===== src/rtl/lc3_isdu_ctrl_if.sv =====
// Control bundle between the LC-3 sequencer (master) and the datapath/SRAM side (slave).
interface lc3_isdu_ctrl_if;
  logic       Run, Continue;
  logic [3:0] Opcode;
  logic       IR_5, IR_11, BEN;
  logic       LD_MAR, LD_MDR, LD_IR, LD_BEN, LD_CC, LD_REG, LD_PC, LD_LED;
  logic       GatePC, GateMDR, GateALU, GateMARMUX;
  logic [1:0] PCMUX;
  logic       DRMUX, SR1MUX, SR2MUX, ADDR1MUX;
  logic [1:0] ADDR2MUX, ALUK;
  logic       Mem_CE, Mem_UB, Mem_LB, Mem_OE, Mem_WE;

  modport master (
    input  Run, Continue, Opcode, IR_5, IR_11, BEN,
    output LD_MAR, LD_MDR, LD_IR, LD_BEN, LD_CC, LD_REG, LD_PC, LD_LED,
    output GatePC, GateMDR, GateALU, GateMARMUX,
    output PCMUX, DRMUX, SR1MUX, SR2MUX, ADDR1MUX, ADDR2MUX, ALUK,
    output Mem_CE, Mem_UB, Mem_LB, Mem_OE, Mem_WE
  );

  modport slave (
    output Run, Continue, Opcode, IR_5, IR_11, BEN,
    input  LD_MAR, LD_MDR, LD_IR, LD_BEN, LD_CC, LD_REG, LD_PC, LD_LED,
    input  GatePC, GateMDR, GateALU, GateMARMUX,
    input  PCMUX, DRMUX, SR1MUX, SR2MUX, ADDR1MUX, ADDR2MUX, ALUK,
    input  Mem_CE, Mem_UB, Mem_LB, Mem_OE, Mem_WE
  );
endinterface


===== src/rtl/lc3_isdu_ctrl.sv =====
// LC-3 instruction sequencer: Moore FSM for fetch/decode/execute with a memory wait counter.
// Optional PAUSE instruction (opcode 1101) enabled by defining ISDU_PAUSE_EN.
module lc3_isdu_ctrl #(
  parameter int unsigned MEM_WAIT = 2
) (
  input  logic            Clk,
  input  logic            Reset,
  lc3_isdu_ctrl_if.master bus
);

  typedef enum logic [4:0] {
    HALTED, S18, S33, S35, S32, S01, S05, S09, S00, S22, S12,
    S04, S21, S06, S25, S27, S07, S23, S16
`ifdef ISDU_PAUSE_EN
    , PAUSE_IR1, PAUSE_IR2
`endif
  } state_t;

  localparam logic [2:0] WAIT_LAST = 3'(MEM_WAIT - 1);

  state_t     r_state, w_next;
  logic [2:0] r_wait, w_wait_next;
  logic       r_ir5, r_ir11;
  logic       w_wait_done;

  assign w_wait_done = (r_wait == WAIT_LAST);

  // IR bits are captured in decode so the execute-state mux selects come only from registers.
  always_ff @(posedge Clk) begin
    if (!Reset) begin
      r_state <= HALTED;
      r_wait  <= '0;
      r_ir5   <= 1'b0;
      r_ir11  <= 1'b0;
    end else begin
      r_state <= w_next;
      r_wait  <= w_wait_next;
      if (r_state == S32) begin
        r_ir5  <= bus.IR_5;
        r_ir11 <= bus.IR_11;
      end
    end
  end

  always_comb begin
    w_next      = r_state;
    w_wait_next = '0;
    unique case (r_state)
      HALTED: if (bus.Run) w_next = S18;
      S18:    w_next = S33;
      S33:    if (w_wait_done) w_next = S35; else w_wait_next = r_wait + 3'd1;
      S35:    w_next = S32;
      S32: begin
        unique case (bus.Opcode)
          4'b0001: w_next = S01;
          4'b0101: w_next = S05;
          4'b1001: w_next = S09;
          4'b0000: w_next = S00;
          4'b1100: w_next = S12;
          4'b0100: w_next = S04;
          4'b0110: w_next = S06;
          4'b0111: w_next = S07;
`ifdef ISDU_PAUSE_EN
          4'b1101: w_next = PAUSE_IR1;
`endif
          default: w_next = S18;
        endcase
      end
      S01, S05, S09, S22, S12, S21, S27: w_next = S18;
      S00:    w_next = bus.BEN ? S22 : S18;
      S04:    w_next = S21;
      S06:    w_next = S25;
      S25:    if (w_wait_done) w_next = S27; else w_wait_next = r_wait + 3'd1;
      S07:    w_next = S23;
      S23:    w_next = S16;
      S16:    if (w_wait_done) w_next = S18; else w_wait_next = r_wait + 3'd1;
`ifdef ISDU_PAUSE_EN
      PAUSE_IR1: if (!bus.Continue) w_next = PAUSE_IR2;
      PAUSE_IR2: if (bus.Continue)  w_next = S18;
`endif
      default: w_next = HALTED;
    endcase
  end

  logic w_ld_led;

  always_comb begin
    bus.LD_MAR     = 1'b0;
    bus.LD_MDR     = 1'b0;
    bus.LD_IR      = 1'b0;
    bus.LD_BEN     = 1'b0;
    bus.LD_CC      = 1'b0;
    bus.LD_REG     = 1'b0;
    bus.LD_PC      = 1'b0;
    w_ld_led       = 1'b0;
    bus.GatePC     = 1'b0;
    bus.GateMDR    = 1'b0;
    bus.GateALU    = 1'b0;
    bus.GateMARMUX = 1'b0;
    bus.PCMUX      = 2'b00;
    bus.DRMUX      = 1'b0;
    bus.SR1MUX     = 1'b0;
    bus.SR2MUX     = 1'b0;
    bus.ADDR1MUX   = 1'b0;
    bus.ADDR2MUX   = 2'b00;
    bus.ALUK       = 2'b00;
    bus.Mem_CE     = 1'b0;
    bus.Mem_UB     = 1'b0;
    bus.Mem_LB     = 1'b0;
    bus.Mem_OE     = 1'b1;
    bus.Mem_WE     = 1'b1;
    unique case (r_state)
      S18: begin
        bus.GatePC = 1'b1; bus.LD_MAR = 1'b1; bus.LD_PC = 1'b1;
      end
      S33, S25: begin
        bus.Mem_OE = 1'b0; bus.LD_MDR = 1'b1;
      end
      S35: begin
        bus.GateMDR = 1'b1; bus.LD_IR = 1'b1;
      end
      S32: bus.LD_BEN = 1'b1;
      S01, S05, S09: begin
        bus.SR1MUX  = 1'b1;
        bus.SR2MUX  = (r_state == S09) ? 1'b0 : r_ir5;
        bus.ALUK    = (r_state == S01) ? 2'b00 : (r_state == S05) ? 2'b01 : 2'b10;
        bus.GateALU = 1'b1; bus.LD_REG = 1'b1; bus.LD_CC = 1'b1;
      end
      S22: begin
        bus.ADDR2MUX = 2'b10; bus.PCMUX = 2'b10; bus.LD_PC = 1'b1;
      end
      S12: begin
        bus.SR1MUX = 1'b1; bus.ALUK = 2'b11; bus.GateALU = 1'b1;
        bus.PCMUX = 2'b01; bus.LD_PC = 1'b1;
      end
      S04: begin
        bus.GatePC = 1'b1; bus.DRMUX = 1'b1; bus.LD_REG = 1'b1;
      end
      S21: begin
        bus.ADDR1MUX = ~r_ir11;
        bus.SR1MUX   = ~r_ir11;
        bus.ADDR2MUX = r_ir11 ? 2'b11 : 2'b00;
        bus.PCMUX    = 2'b10; bus.LD_PC = 1'b1;
      end
      S06, S07: begin
        bus.SR1MUX = 1'b1; bus.ADDR1MUX = 1'b1; bus.ADDR2MUX = 2'b01;
        bus.GateMARMUX = 1'b1; bus.LD_MAR = 1'b1;
      end
      S27: begin
        bus.GateMDR = 1'b1; bus.LD_REG = 1'b1; bus.LD_CC = 1'b1;
      end
      S23: begin
        bus.ALUK = 2'b11; bus.GateALU = 1'b1; bus.LD_MDR = 1'b1;
      end
      S16: bus.Mem_WE = 1'b0;
`ifdef ISDU_PAUSE_EN
      PAUSE_IR1: w_ld_led = 1'b1;
`endif
      default: ;
    endcase
  end

`ifdef ISDU_PAUSE_EN
  assign bus.LD_LED = w_ld_led;
`else
  logic w_unused;
  assign w_unused   = bus.Continue | w_ld_led;
  assign bus.LD_LED = 1'b0;
`endif

endmodule


===== src/flat_wrapper.sv =====
// flat-port wrapper written by rule: the top's interface ports become plain ports
module lc3_isdu_ctrl_flat 
#(
  parameter int unsigned MEM_WAIT = 2
)
  (Clk, Reset, bus_Run, bus_Continue, bus_Opcode, bus_IR_5, bus_IR_11, bus_BEN, bus_LD_MAR, bus_LD_MDR, bus_LD_IR, bus_LD_BEN, bus_LD_CC, bus_LD_REG, bus_LD_PC, bus_LD_LED, bus_GatePC, bus_GateMDR, bus_GateALU, bus_GateMARMUX, bus_PCMUX, bus_DRMUX, bus_SR1MUX, bus_SR2MUX, bus_ADDR1MUX, bus_ADDR2MUX, bus_ALUK, bus_Mem_CE, bus_Mem_UB, bus_Mem_LB, bus_Mem_OE, bus_Mem_WE);
  lc3_isdu_ctrl_if bus_i ();
  input  logic Clk;
  input  logic Reset;
  input wire logic [$bits(bus_i.Run)-1:0] bus_Run;
  input wire logic [$bits(bus_i.Continue)-1:0] bus_Continue;
  input wire logic [$bits(bus_i.Opcode)-1:0] bus_Opcode;
  input wire logic [$bits(bus_i.IR_5)-1:0] bus_IR_5;
  input wire logic [$bits(bus_i.IR_11)-1:0] bus_IR_11;
  input wire logic [$bits(bus_i.BEN)-1:0] bus_BEN;
  output wire logic [$bits(bus_i.LD_MAR)-1:0] bus_LD_MAR;
  output wire logic [$bits(bus_i.LD_MDR)-1:0] bus_LD_MDR;
  output wire logic [$bits(bus_i.LD_IR)-1:0] bus_LD_IR;
  output wire logic [$bits(bus_i.LD_BEN)-1:0] bus_LD_BEN;
  output wire logic [$bits(bus_i.LD_CC)-1:0] bus_LD_CC;
  output wire logic [$bits(bus_i.LD_REG)-1:0] bus_LD_REG;
  output wire logic [$bits(bus_i.LD_PC)-1:0] bus_LD_PC;
  output wire logic [$bits(bus_i.LD_LED)-1:0] bus_LD_LED;
  output wire logic [$bits(bus_i.GatePC)-1:0] bus_GatePC;
  output wire logic [$bits(bus_i.GateMDR)-1:0] bus_GateMDR;
  output wire logic [$bits(bus_i.GateALU)-1:0] bus_GateALU;
  output wire logic [$bits(bus_i.GateMARMUX)-1:0] bus_GateMARMUX;
  output wire logic [$bits(bus_i.PCMUX)-1:0] bus_PCMUX;
  output wire logic [$bits(bus_i.DRMUX)-1:0] bus_DRMUX;
  output wire logic [$bits(bus_i.SR1MUX)-1:0] bus_SR1MUX;
  output wire logic [$bits(bus_i.SR2MUX)-1:0] bus_SR2MUX;
  output wire logic [$bits(bus_i.ADDR1MUX)-1:0] bus_ADDR1MUX;
  output wire logic [$bits(bus_i.ADDR2MUX)-1:0] bus_ADDR2MUX;
  output wire logic [$bits(bus_i.ALUK)-1:0] bus_ALUK;
  output wire logic [$bits(bus_i.Mem_CE)-1:0] bus_Mem_CE;
  output wire logic [$bits(bus_i.Mem_UB)-1:0] bus_Mem_UB;
  output wire logic [$bits(bus_i.Mem_LB)-1:0] bus_Mem_LB;
  output wire logic [$bits(bus_i.Mem_OE)-1:0] bus_Mem_OE;
  output wire logic [$bits(bus_i.Mem_WE)-1:0] bus_Mem_WE;
  assign bus_i.Run = bus_Run;
  assign bus_i.Continue = bus_Continue;
  assign bus_i.Opcode = bus_Opcode;
  assign bus_i.IR_5 = bus_IR_5;
  assign bus_i.IR_11 = bus_IR_11;
  assign bus_i.BEN = bus_BEN;
  assign bus_LD_MAR = bus_i.LD_MAR;
  assign bus_LD_MDR = bus_i.LD_MDR;
  assign bus_LD_IR = bus_i.LD_IR;
  assign bus_LD_BEN = bus_i.LD_BEN;
  assign bus_LD_CC = bus_i.LD_CC;
  assign bus_LD_REG = bus_i.LD_REG;
  assign bus_LD_PC = bus_i.LD_PC;
  assign bus_LD_LED = bus_i.LD_LED;
  assign bus_GatePC = bus_i.GatePC;
  assign bus_GateMDR = bus_i.GateMDR;
  assign bus_GateALU = bus_i.GateALU;
  assign bus_GateMARMUX = bus_i.GateMARMUX;
  assign bus_PCMUX = bus_i.PCMUX;
  assign bus_DRMUX = bus_i.DRMUX;
  assign bus_SR1MUX = bus_i.SR1MUX;
  assign bus_SR2MUX = bus_i.SR2MUX;
  assign bus_ADDR1MUX = bus_i.ADDR1MUX;
  assign bus_ADDR2MUX = bus_i.ADDR2MUX;
  assign bus_ALUK = bus_i.ALUK;
  assign bus_Mem_CE = bus_i.Mem_CE;
  assign bus_Mem_UB = bus_i.Mem_UB;
  assign bus_Mem_LB = bus_i.Mem_LB;
  assign bus_Mem_OE = bus_i.Mem_OE;
  assign bus_Mem_WE = bus_i.Mem_WE;
  lc3_isdu_ctrl #(.MEM_WAIT(MEM_WAIT)) u_core (.Clk(Clk), .Reset(Reset), .bus(bus_i));
endmodule

===== config.mk =====
export PLATFORM = sky130hd
export DESIGN_NAME = lc3_isdu_ctrl_flat
export DESIGN_NICKNAME = d
export VERILOG_FILES = /design/src/rtl/lc3_isdu_ctrl_if.sv /design/src/rtl/lc3_isdu_ctrl.sv /design/src/flat_wrapper.sv
export SDC_FILE = /design/constraint.sdc
export NUM_CORES = 1
export LEC_CHECK = 0
export CORE_AREA = 2 2 79 58
export CTS_CLUSTER_SIZE = 12
export DETAILED_ROUTE_END_ITERATION = 8
export DIE_AREA = 0 0 81 60
export PLACE_DENSITY = 0.54
export SYNTH_ARGS = -nofsm -noshare
export SYNTH_HDL_FRONTEND = slang
export SYNTH_SLANG_ARGS = --single-unit

===== constraint.sdc =====
create_clock -name Clk -period 1.4 [get_ports Clk]
set_input_delay 0.21 -clock Clk [delete_from_list [all_inputs] [get_ports Clk]]
set_output_delay 0.21 -clock Clk [all_outputs]
set_load 0.05 [all_outputs]

== Yosys cells after proc, flatten, opt, wreduce, memory -nomap -nowiden ==
Memories as Yosys holds them, arrays and structs flattened.
Index checks and enable logic that the tools add are counted.

* Add/subtract/negate cells: 1
* Equal/unequal tests: 23
* Multiplexer cells: 30
* Bitwise logic cells: 3
* Reduce and logical (&&, ||, !) cells: 19

{| class="wikitable"
|+ Operators with widths
! cell !! number
|-
| $pmux 5 s13 || 1
|-
| $eq 5x4->1 const B || 8
|-
| $eq 5x3->1 const B || 4
|-
| $mux 5 || 4
|-
| $mux 1 || 16
|-
| $eq 5x5->1 const B || 3
|-
| $reduce_or 3->1 || 5
|-
| $reduce_or 2->1 || 6
|-
| $eq 5x2->1 const B || 2
|-
| $reduce_or 5->1 || 2
|-
| $pmux 2 s2 || 2
|-
| $reduce_or 4->1 || 2
|-
| $reduce_or 7->1 || 1
|-
| $mux 2 || 3
|-
| $ne 2x1->1 const B || 3
|-
| $pmux 2 s3 || 1
|-
| $reduce_or 6->1 || 1
|-
| $eq 5x1->1 const B || 1
|-
| $logic_not 5->1 || 1
|-
| $mux 4 || 1
|-
| $pmux 1 s2 || 2
|-
| $reduce_and 4->1 || 1
|-
| $add 3x1->3 const B || 1
|-
| $eq 3x1->1 const B || 1
|-
| 2 further kinds || 4
|}

* Flip-flop bits (word level): 10
* Memory bits (read-only): 80
* Input bits: 11
* Output and inout port bits: 27
* Memories kept: 1

{| class="wikitable"
|+ Memory list
! memory !! depth !! width !! rd ports !! clocked after memory_dff !! wr ports !! line !! source
|-
| (no name shown) || 16 || 5 || 1 || 0 || 0 || lc3_isdu_ctrl.sv:54 || <nowiki>unique case (bus.Opcode)</nowiki>
|}

== Depth between registers and ports, before layout ==
* Depth after elaboration: 4
* Gate-level depth with buffers: 6
* Gate-level depth less buffers: 6

== Worst setup path after synthesis ==
No wires, ideal clock.

* Path type: reg-to-output
* From: register u_core.r_state[3]
* To: output port bus_SR2MUX
* Arrival time: 2440 ps
* Required time: 1190 ps
* Path slack: -1250 ps
* Stages on the path, launching flop included: 5
* Path through: dfxtp_1 -> buf_2 -> buf_2 -> buf_2 -> nor4b_1

* Word-level cells in the longest chain between the ends: 3
* Elaborated cells on any way between the ends: 6

{| class="wikitable"
|+ Ends and longest elaborated chain
! what !! line !! source
|-
| from (decl) || lc3_isdu_ctrl.sv:21 || <nowiki>state_t r_state, w_next;</nowiki>
|-
| from (signal assigned) || lc3_isdu_ctrl.sv:36 || <nowiki>r_state <= w_next;</nowiki>
|-
| $eq 5x3->1 (on tied branches) || lc3_isdu_ctrl.sv:112, lc3_isdu_ctrl.sv:125 ||
|-
| $reduce_or 3->1 / $mux 1 (equally long branches) || lc3_isdu_ctrl.sv:112, lc3_isdu_ctrl.sv:125 ||
|-
| $mux 1 (*) || lc3_isdu_ctrl.sv:112 || <nowiki>unique case (r_state)</nowiki>
|-
| to (decl) || flat_wrapper.sv:31 || <nowiki>output wire logic [$bits(bus_i.SR2MUX)-1:0] bus_SR2MUX;</nowiki>
|}

Every way passes the cells marked *; elsewhere a longest branch is shown, timed or not.

== Worst setup path in the final report ==
* From: register u_core.r_state[1]
* To: output port bus_ALUK[0]

* Word-level cells in the longest chain between the ends: 4
* Elaborated cells on any way between the ends: 10

{| class="wikitable"
|+ Ends and longest elaborated chain
! what !! line !! source
|-
| $eq 5x3->1 || lc3_isdu_ctrl.sv:112, lc3_isdu_ctrl.sv:126 ||
|-
| $mux 2 (2 in series) || lc3_isdu_ctrl.sv:126 || <nowiki>bus.ALUK = (r_state == S01) ? 2'b00 : (r_state == S05) ? 2'b01 : 2'b10;</nowiki>
|-
| $pmux 2 s2 (*) || lc3_isdu_ctrl.sv:112 ||
|-
| to (decl) || flat_wrapper.sv:34 || <nowiki>output wire logic [$bits(bus_i.ALUK)-1:0] bus_ALUK;</nowiki>
|}

Marks and branches as above.

==> results.toml <==
[timing]
layout_setup_ws_ns = -0.363
clock-skew-final_ns = 0.00584
post-route-period-util = 1.26
hold_violations = 0
setup-violations-final = 26
slew_violations = 0
rsz0062_at_grt = "true"
max_freq_ghz = 0.567
holdWs_ns = 0.456
period_minus_slack_ns = 1.76

[drt]
ant_nets = 0
dr_total_vias = 1557
drt-total-wl_um = 4860
post_drt_wl_per_cell_um = 15.6
route.detailed.drc = 0
drt_first_pass_iters = 5
via_per_inst = 5.01
drtIter0Drc = 80

[layout]
diodes = 0
n_fill_cell = 334
stdcell_area_um2 = 2780
syn_to_final_growth_pct = 135
nNetsFinal = 274
layout-drive-gt1-share = 0.621

[synth]
ys_warn_count = 0
async_flop_share = 0
ys_seq_area_frac = 0.169
synth_flop_cell = "dfxtp_1"
synth_area_um2 = 1180
ys_ff_latch = 10
avgSynthCellArea_um2 = 6.88
synth_cell_types = 46
syn_inst = 172
synth_edf_count = 0

[critical_path]
end_kind = "output pin"
startpoint_type = "register"
arrival_ns = 1.55
crit_type = "reg -> out"
critPathMaxFanout = 9
worstPathRequired_ns = 1.19

[clock_network]
worstSkewPairLatency_ns = 0.24
cts_htree_levels = 1
clk_pin_slew_ns = 0.05
clockRootBuffer = "clkbuf_8"
hold_buffers = 0
cts_tree = "yes"
clock-sinks = 10
clk_path_buf_depth = 2
cts_made_buffers = 3

[die]
die_h_um = 60
dieArea_um2 = 4860
fp-row-count = 20
die_w_um = 81
initial_core_util = 0.285
pin_count = 38
core_area_um2 = 4150

[placement]
dpl.hpwl_um = 3390
gp_congestion = 0.882
dpl_cell_area_um2 = 2360
portBuffers = 32

[run_status]
violations = "negative setup slack"
status = "complete, but fails checks"

[power]
power.density_nw_per_um2 = 1260
ir_drop_uv = 708
p_leak_nw = 1.12

[grt]
gr-total-overflow = 0
grt_pass1_wl_um = 7690
antenna_found_initial = 0
grt_pass1_vias = 1538
grt_max_degree = 16
grt_usage = 0.211

[run]
drv_cap = 0

[worst_hold_path]
hp-class = "reg -> reg"
-- registers in the layout, summed over array words and instances, names as in the netlist --
name	flops
u_core.r_ir11	1
u_core.r_ir5	1
u_core.r_state	5
u_core.r_wait	3
-- through the flow --
| step | setup slack [ns] | total power, W | cells | utilization | setup TNS [ns] |
|---|---|---|---|---|---|
| final | -0.363 | 0.00350 | 311 | 0.670 | -5.88 |
| after global routing | -0.400 | 0.00368 | 311 | 0.670 | -7.29 |
| after CTS | -0.345 | 0.00330 | 306 | 0.638 | -5.70 |
| after detailed placement | -0.355 | 0.00272 | 297 | 0.568 | -2.45 |
| after global placement | -0.267 | 0.00270 | 297 | 0.568 | -2.12 |
| after floorplan | -0.145 | 0.00181 | 175 | - | -0.666 |
-- cell usage in the layout, fill, tap and decap left out, drive strengths merged, types with 2 or more instances in the layout --
cell and count:
o21ai 7, ha 6, nor3 4, and2b 2, clkdlybuf4s50 8, conb 4
clkbuf 4, nor3b 2, o21a 4, nand3b 2, nand2 19, a22oi 2
buf 85, a21boi 2, dfxtp 10, xor2 2, nand2b 11, a21oi 14
o22ai 3, or3 2, nand3 6, nor2 17, xnor2 3, a21o 3
a31oi 4, nor2b 8, inv 6
-- worst max-delay path, stage by stage, from the launching register on --
cell and delay, ns:
dfxtp_4 0.43, and2b_2 0.26, buf_4 0.14, a22oi_2 0.24, o21ai_4 0.09, buf_12 0.15
-- area by class of cell --
class / count / area, µm² / area share
Clock buffer: 4 / 55.1 / 0.0198
Multi-Input combinational cell: 142 / 1320 / 0.476
Timing Repair Buffer: 94 / 1080 / 0.389
Sequential cell: 10 / 220 / 0.0791
Tap cell: 55 / 68.8 / 0.0247
Inverter: 6 / 32.5 / 0.0117
-- worst paths after layout --
kind	startpoint	end	slack, ns	cells after the start
min	u_core.r_ir5	u_core.r_ir5	0.46	2
max reg2reg	u_core.r_state[1]	u_core.r_state[1]	-0.08	5
min reg2reg	u_core.r_ir5	u_core.r_ir5	0.46	2
max	u_core.r_state[1]	bus_ALUK[0]	-0.36	5
-- routing by layer --
layer	up-vias	track usage	wire [µm]
met5	-	0	0
met4	0	0.0363	8
met3	2	0.0619	297
met2	46	0.346	2430
met1	750	0.279	2120
li1	759	-	-
-- where the power goes --
group          switching, W  leakage, nW  total, W  internal, W
Clock              0.000123       0.0288  0.000371     0.000248
Combinational       0.00141         1.00   0.00268      0.00127
Sequential         0.000113       0.0853  0.000452     0.000339
Total               0.00164         1.12   0.00350      0.00186
-- cell usage after synthesis, drive strengths merged (2+ instances only) --
library cell | number | share of area
a21o | 3 | 0.019
a22oi | 2 | 0.013
dfxtp | 10 | 0.17
nor2 | 17 | 0.058
nor2b | 8 | 0.042
nand2b | 11 | 0.058
nor3 | 4 | 0.017
nand2 | 19 | 0.062
nor3b | 2 | 0.013
nand3 | 6 | 0.030
a31oi | 4 | 0.021
o21a | 4 | 0.025
and2b | 2 | 0.013
o22ai | 3 | 0.016
xor2 | 2 | 0.015
or3 | 2 | 0.011
o21ai | 7 | 0.030
inv | 6 | 0.019
xnor2 | 3 | 0.022
nand3b | 2 | 0.013
a21boi | 2 | 0.013
ha | 6 | 0.063
a21oi | 14 | 0.059
buf | 17 | 0.087
-- kinds of logic after synthesis --
logic type               Yosys count  synth area share
adder cells (fa/ha/maj)            6            0.0634
AND/OR/NAND/NOR                   78             0.345
flip-flops                        10             0.169
multiplexers                       1           0.00846
XOR/XNOR                           5            0.0370
other                              1           0.00317
AO/OA/AOI/OAI                     48             0.268
buffers and inverters             23             0.106
-- repair_timing --
| item | 4_1_cts | 5_1_grt |
|---|---|---|
| setup endpoints to repair | 26 | 28 |
| gates resized for setup | 49 | 23 |
| buffers inserted | 4 | 5 |
| cloned | 1 | 0 |
| hold endpoints to repair | 0 | 0 |
| pin swaps | 18 | 13 |
No activity file was read; power rests on OpenSTA's default activity.
